## src/rtl/fwd_pkg.sv

```systemverilog
// Shared types and constants for the forwarding / hazard scoreboard.
// Slot fields use fixed maximum widths so one struct serves every parameterisation.
package fwd_pkg;

  localparam int MAX_NB_ADDR = 8;  // NB_ADDR must not exceed this
  localparam int MAX_NB_LAT  = 4;  // NB_LAT must not exceed this

  localparam int FW_RF    = 0;
  localparam int LAT_ALU  = 0;
  localparam int LAT_LOAD = 1;

  typedef struct packed {
    logic                   valid;
    logic [MAX_NB_ADDR-1:0] rd;
    logic [MAX_NB_LAT-1:0]  lat;
  } slot_t;

endpackage

```

## src/rtl/fwd_src_match.sv

```systemverilog
// Matches one source operand against every in-flight slot and picks the youngest
// producer, reporting either a forward select or a not-ready wait.
module fwd_src_match
  import fwd_pkg::*;
#(
  parameter int NB_ADDR = 5,
  parameter int DEPTH   = 3,
  parameter int NB_FW   = $clog2(DEPTH + 1)
) (
  input  logic [NB_ADDR-1:0] src,
  input  slot_t [DEPTH-1:0]  slots,
  output logic [NB_FW-1:0]   fw,
  output logic               not_ready
);

  // Walk from the oldest slot to the youngest so the youngest match is the last writer.
  always_comb begin
    fw        = NB_FW'(FW_RF);
    not_ready = 1'b0;
    for (int s = DEPTH - 1; s >= 0; s--) begin
      if (slots[s].valid && (src != '0) && (slots[s].rd == MAX_NB_ADDR'(src))) begin
        if (s >= int'(slots[s].lat)) begin
          fw        = NB_FW'(s + 1);
          not_ready = 1'b0;
        end else begin
          fw        = NB_FW'(FW_RF);
          not_ready = 1'b1;
        end
      end
    end
  end

endmodule

```

## src/rtl/fwd_hazard_scoreboard.sv

```systemverilog
// In-flight write scoreboard between ID and EX: per-source forward selects,
// load-use stall with bubble insertion, and a saturating stall-cycle counter.
module fwd_hazard_scoreboard
  import fwd_pkg::*;
#(
  parameter  int NB_ADDR = 5,
  parameter  int N_SRC   = 2,
  parameter  int DEPTH   = 3,
  parameter  int NB_LAT  = 2,
  parameter  int NB_CNT  = 16,
  localparam int NB_FW   = $clog2(DEPTH + 1)
) (
  input  logic                     i_clk,
  input  logic                     i_reset,
  input  logic                     i_hold,
  input  logic                     i_flush,
  input  logic                     i_issue_valid,
  input  logic                     i_issue_wr,
  input  logic [NB_ADDR-1:0]       i_issue_rd,
  input  logic [NB_LAT-1:0]        i_issue_lat,
  input  logic [N_SRC*NB_ADDR-1:0] i_src,
  output logic [N_SRC*NB_FW-1:0]   o_fw,
  output logic [N_SRC-1:0]         o_src_wait,
  output logic                     o_stall,
  output logic [NB_CNT-1:0]        o_stall_cnt
);

  slot_t [DEPTH-1:0] slots;
  slot_t             issue_slot;

  for (genvar j = 0; j < N_SRC; j++) begin : g_src
    fwd_src_match #(
      .NB_ADDR (NB_ADDR),
      .DEPTH   (DEPTH),
      .NB_FW   (NB_FW)
    ) u_match (
      .src       (i_src[j*NB_ADDR +: NB_ADDR]),
      .slots     (slots),
      .fw        (o_fw[j*NB_FW +: NB_FW]),
      .not_ready (o_src_wait[j])
    );
  end

  assign o_stall = i_issue_valid & (|o_src_wait);

  // A stalled or flushed ID instruction enters EX as a bubble.
  always_comb begin
    issue_slot = '{valid: 1'b0, rd: '0, lat: MAX_NB_LAT'(LAT_ALU)};
    if (!o_stall && !i_flush) begin
      issue_slot.valid = i_issue_valid & i_issue_wr;
      issue_slot.rd    = MAX_NB_ADDR'(i_issue_rd);
      issue_slot.lat   = MAX_NB_LAT'(i_issue_lat);
    end
  end

  // NOTE: the whole slot array is reset (not just valid) so no X ever reaches the
  // comparators; all state updates use non-blocking assignments.
  always_ff @(posedge i_clk or posedge i_reset) begin
    if (i_reset) begin
      slots       <= '0;
      o_stall_cnt <= '0;
    end else if (!i_hold) begin
      for (int s = 1; s < DEPTH; s++) begin
        slots[s] <= slots[s-1];
      end
      slots[0] <= issue_slot;
      if (o_stall && (o_stall_cnt != '1)) begin
        o_stall_cnt <= o_stall_cnt + NB_CNT'(1);
      end
    end
  end

endmodule

```

## config.mk

```make
export PLATFORM = sky130hd
export DESIGN_NAME = fwd_hazard_scoreboard
export DESIGN_NICKNAME = d
export VERILOG_FILES = /design/src/rtl/fwd_pkg.sv /design/src/rtl/fwd_src_match.sv /design/src/rtl/fwd_hazard_scoreboard.sv
export SDC_FILE = /design/constraint.sdc
export NUM_CORES = 1
export LEC_CHECK = 0
export CORE_ASPECT_RATIO = 0.9
export CORE_MARGIN = 4
export CORE_UTILIZATION = 45
export DETAILED_ROUTE_END_ITERATION = 10
export PLACE_DENSITY = 0.71
export SYNTH_ARGS = -nofsm -noshare
export SYNTH_HDL_FRONTEND = slang
export SYNTH_SLANG_ARGS = --single-unit
```

## constraint.sdc

```tcl
create_clock -name i_clk -period 4.6 [get_ports i_clk]
set_input_delay 0.92 -clock i_clk [delete_from_list [all_inputs] [get_ports i_clk]]
set_output_delay 0.92 -clock i_clk [all_outputs]
set_load 0.01 [all_outputs]
```

==> impl_metrics.py <==
metrics = {
    "outcome": {
        "run_status": "finished clean",
    },
    "detailed_routing": {
        "starting_drc_count_in_detailed_routing": 51,
        "drt-total-wl_mm": 4.75,
        "post_detailed_route_count_of_antenna_violating_nets": 0,
        "route.vias.total": 1720,
        "detail_route.first_pass.iterations": 4,
        "remaining_drc_errors": 0,
        "route.detailed.wl_per_inst_um": 14.7,
        "vias_cell": 5.33,
    },
    "min_path": {
        "timing.hold.worst_path_depth": 2,
        "timing.hold.worst_endpoint": "slots[12]",
        "timing.hold.worst.start": "slots[12]",
        "hold_path_class": "reg2reg",
    },
    "logic_synthesis": {
        "synthesis.area_per_instance_sq_um": 10.6,
        "synthesis.area_sq_mm": 0.00225,
        "post_synth_inst_count": 212,
        "synth.ff_latch_count": 40,
        "synth_sequential_area_ratio_pct": 44.5,
        "synth.lib_cells_used.distinct": 33,
        "synthesis.yosys.warnings": 0,
        "synth_fp_nets": 236,
    },
    "clocking": {
        "ctsHtreeMaxLevel": 2,
        "hold_buffers": 0,
        "tritoncts": "yes",
        "worstSkewPairLatency_ns": 0.29,
        "max-clock-path-buffers": 2,
        "postCtsResizedCells": 0,
        "post_cts.repair.setup_buffers": 0,
        "clockRootBuffer": "sky130_fd_sc_hd__clkbuf_8",
        "clkSinkCount": 40,
        "numCtsBuffers": 5,
        "worst_setup_hold_path_clk_slew_ns": 0.08,
    },
    "sta": {
        "timing.setup.tns_ns": 0,
        "fmax_achieved_mhz": 228,
        "tightest_slew_ns": 0.558,
        "finalSetupViolations": 0,
        "timing_max_transition_violations_final": 0,
        "post-route-period-util_pct": 95.4,
        "slew-limit-headroom_pct": 62.7,
        "grt_setup_unrepaired": "no",
        "finClkSkew_ns": 0.00553,
        "post-route-worst-setup-slack_ns": 0.210,
        "post-route-min-period_ns": 4.39,
        "hold_viol_final": 0,
    },
    "job": {
        "cap_viol_max_count": 0,
    },
    "setup_path": {
        "worstReg2RegStart": "slots[17]",
        "path_cells": "clkdlybuf4s50_1 -> or4_4 -> a21bo_1 -> o211a_1 -> a221oi_2 -> o22ai_2 -> and2_1 -> clkdlybuf4s50_1",
        "path_common_cell": "sky130_fd_sc_hd__clkdlybuf4s50_1",
        "rr_worst_depth": 8,
        "worst-endpoint-required_ns": 3.68,
        "rrSetupSlack_ns": 2.16,
        "reg2reg_to": "slots[8]",
        "criticalPathCategory": "in2out",
        "crit_slowest_cell": "sky130_fd_sc_hd__or4_4",
        "setup.worst_path.end_class": "output port",
        "worst_path_largest_cell_delay_ns": 0.59,
        "startpoint_type_of_the_worst_setup_path": "input port",
        "critPathMaxFanout": 4,
        "cp.arrival_ns": 3.47,
    },
    "die": {
        "die_y_um": 75.1,
        "die_outline_area_sq_mm": 0.00619,
        "core_area_sq_mm": 0.00483,
        "io_pins": 46,
        "dieWidth_um": 82.5,
        "rows": 24,
        "floorplan.initialDensity_pct": 46.5,
    },
    "global_routing": {
        "grt_antenna_before_repair": 0,
        "globalRoute.totalOverflow": 0,
        "groute.usage.overall_pct": 17.2,
        "grt_start_max_net_pins": 41,
        "grt_pass1_wl_mm": 8.10,
        "vias_in_the_first_global_route": 1743,
    },
    "final_layout": {
        "finish.net_count": 281,
        "n_fill_cell": 407,
        "flow.area_growth_from_synthesis_pct": 29.7,
        "layout-drive-gt1-share_pct": 13.2,
        "n_antenna_cell": 0,
    },
    "place": {
        "numPortBuffers": 45,
        "detailedPlace.worstSlack_ns": 0.244,
        "routabilityCongestion": 0.823,
        "hpwl_mm": 3.54,
    },
    "power": {
        "p_leak_nw": 1.23,
        "power-per-cell-area_mw_per_mm2": 317,
        "max_ir_drop_vdd_mv": 0.182,
    },
}
synthesized netlist by cell type:
cell,instances,area [sq um]
sky130_fd_sc_hd__a21bo_1,2,20.0
sky130_fd_sc_hd__a21oi_1,2,10.0
sky130_fd_sc_hd__o211a_1,2,20.0
sky130_fd_sc_hd__a21boi_0,1,7.51
sky130_fd_sc_hd__nand2_1,12,45.0
sky130_fd_sc_hd__nor2b_1,1,6.26
sky130_fd_sc_hd__o211ai_1,2,15.0
sky130_fd_sc_hd__xnor2_1,34,298
sky130_fd_sc_hd__ha_1,1,12.5
sky130_fd_sc_hd__nor3_1,8,40.0
sky130_fd_sc_hd__nand3_1,12,60.1
sky130_fd_sc_hd__o21ai_0,2,10.0
sky130_fd_sc_hd__o22ai_2,1,12.5
sky130_fd_sc_hd__buf_2,1,5.00
sky130_fd_sc_hd__dfrtp_1,40,1000
sky130_fd_sc_hd__a211oi_4,1,20.0
sky130_fd_sc_hd__inv_1,4,15.0
sky130_fd_sc_hd__or3_1,1,6.26
sky130_fd_sc_hd__a22o_1,7,61.3
sky130_fd_sc_hd__clkbuf_1,7,26.3
sky130_fd_sc_hd__or4_4,2,22.5
sky130_fd_sc_hd__nand3b_1,2,15.0
sky130_fd_sc_hd__nor4_1,2,12.5
sky130_fd_sc_hd__o21bai_1,2,15.0
sky130_fd_sc_hd__mux2_2,17,191
sky130_fd_sc_hd__xor2_1,8,70.1
sky130_fd_sc_hd__nor2_1,11,41.3
sky130_fd_sc_hd__a221oi_2,2,30.0
sky130_fd_sc_hd__and2_1,1,6.26
sky130_fd_sc_hd__and3_1,8,50.1
sky130_fd_sc_hd__buf_4,2,15.0
sky130_fd_sc_hd__nand4_1,11,68.8
sky130_fd_sc_hd__nand2b_1,3,18.8
cells by family (layout without fill, tap and decap cells):
family	after synthesis	count (layout)	synth area share [%]
flip-flops	40	40	44.5
AO/OA/AOI/OAI	24	24	9.85
AND/OR/NAND/NOR	74	74	17.5
multiplexers	17	17	8.51
buffers and inverters	14	60	2.73
adder cells (fa/ha/maj)	1	1	0.556
XOR/XNOR	42	42	16.4
worst max path at each step:
stage	cells after the start	start	slack [ns]	to
6_report	8	i_src[0]	0.21	o_stall
5_1_grt	8	i_src[0]	0.11	o_stall
3_3_place_gp	8	i_src[6]	0.30	o_stall
4_1_cts	8	i_src[0]	0.24	o_stall
3_5_place_dp	8	i_src[0]	0.24	o_stall
2_1_floorplan	7	i_src[0]	1.09	o_stall
worst max-delay path: cells and delay by family:
family	cells	cell delay [ns]
AOI/OAI and AO/OA	4	0.78
and+or+nand+nor	2	0.78
buffers and inverters	2	0.99
registers in the layout, summed over array words and instances (netlist names):
signal	cells
slots	24
o_stall_cnt	16
routing by layer:
layer,up-vias,track usage [%],routed length (um)
met5,-,0,0
met4,0,5.63,57
met3,5,3.83,274
met2,49,26.5,2080
met1,828,24.1,2340
li1,838,-,-
placed cells by master (no fill, tap or decap):
cell type,instances
sky130_fd_sc_hd__a211oi_4,1
sky130_fd_sc_hd__a21bo_1,2
sky130_fd_sc_hd__a21boi_0,1
sky130_fd_sc_hd__a21oi_1,2
sky130_fd_sc_hd__a221oi_2,2
sky130_fd_sc_hd__a22o_1,7
sky130_fd_sc_hd__and2_1,1
sky130_fd_sc_hd__and3_1,8
sky130_fd_sc_hd__buf_4,3
sky130_fd_sc_hd__bufinv_16,3
sky130_fd_sc_hd__clkbuf_8,5
sky130_fd_sc_hd__clkdlybuf4s50_1,45
sky130_fd_sc_hd__dfrtp_1,40
sky130_fd_sc_hd__ha_1,1
sky130_fd_sc_hd__inv_1,4
sky130_fd_sc_hd__mux2_2,17
sky130_fd_sc_hd__nand2_1,12
sky130_fd_sc_hd__nand2b_1,3
sky130_fd_sc_hd__nand3_1,12
sky130_fd_sc_hd__nand3b_1,2
sky130_fd_sc_hd__nand4_1,11
sky130_fd_sc_hd__nor2_1,11
sky130_fd_sc_hd__nor2b_1,1
sky130_fd_sc_hd__nor3_1,8
sky130_fd_sc_hd__nor4_1,2
sky130_fd_sc_hd__o211a_1,2
sky130_fd_sc_hd__o211ai_1,2
sky130_fd_sc_hd__o21ai_0,2
sky130_fd_sc_hd__o21bai_1,2
sky130_fd_sc_hd__o22ai_2,1
sky130_fd_sc_hd__or3_1,1
sky130_fd_sc_hd__or4_4,2
sky130_fd_sc_hd__xnor2_1,34
sky130_fd_sc_hd__xor2_1,8
stage by stage:
stage	instances	util, %	power, mW	instance area [sq um]	hold slack, ns
floorplan	212	-	0.489	2250	0.453
global placement	315	57.0	0.539	2760	0.469
detailed placement	315	57.0	0.541	2760	0.480
CTS	323	60.3	0.936	2920	0.502
global route	323	60.3	0.968	2920	0.529
finish	323	60.3	0.925	2920	0.495
final cells by class:
| class | count | area (sq um) | area share (%) |
|---|---|---|---|
| Timing Repair Buffer | 48 | 473 | 16.2 |
| Inverter | 4 | 15.0 | 0.515 |
| Clock inverter | 3 | 90.1 | 3.09 |
| Sequential cell | 40 | 1000 | 34.3 |
| Clock buffer | 5 | 68.8 | 2.36 |
| Tap cell | 65 | 81.3 | 2.79 |
| Multi-Input combinational cell | 158 | 1190 | 40.7 |
report_power, final:
part | internal [mW] | switching (mW)
clock | 0.271 | 0.121
sequential | 0.376 | 0.0303
combinational | 0.0737 | 0.0523
total | 0.721 | 0.204
(Power assumes the default switching activity.)
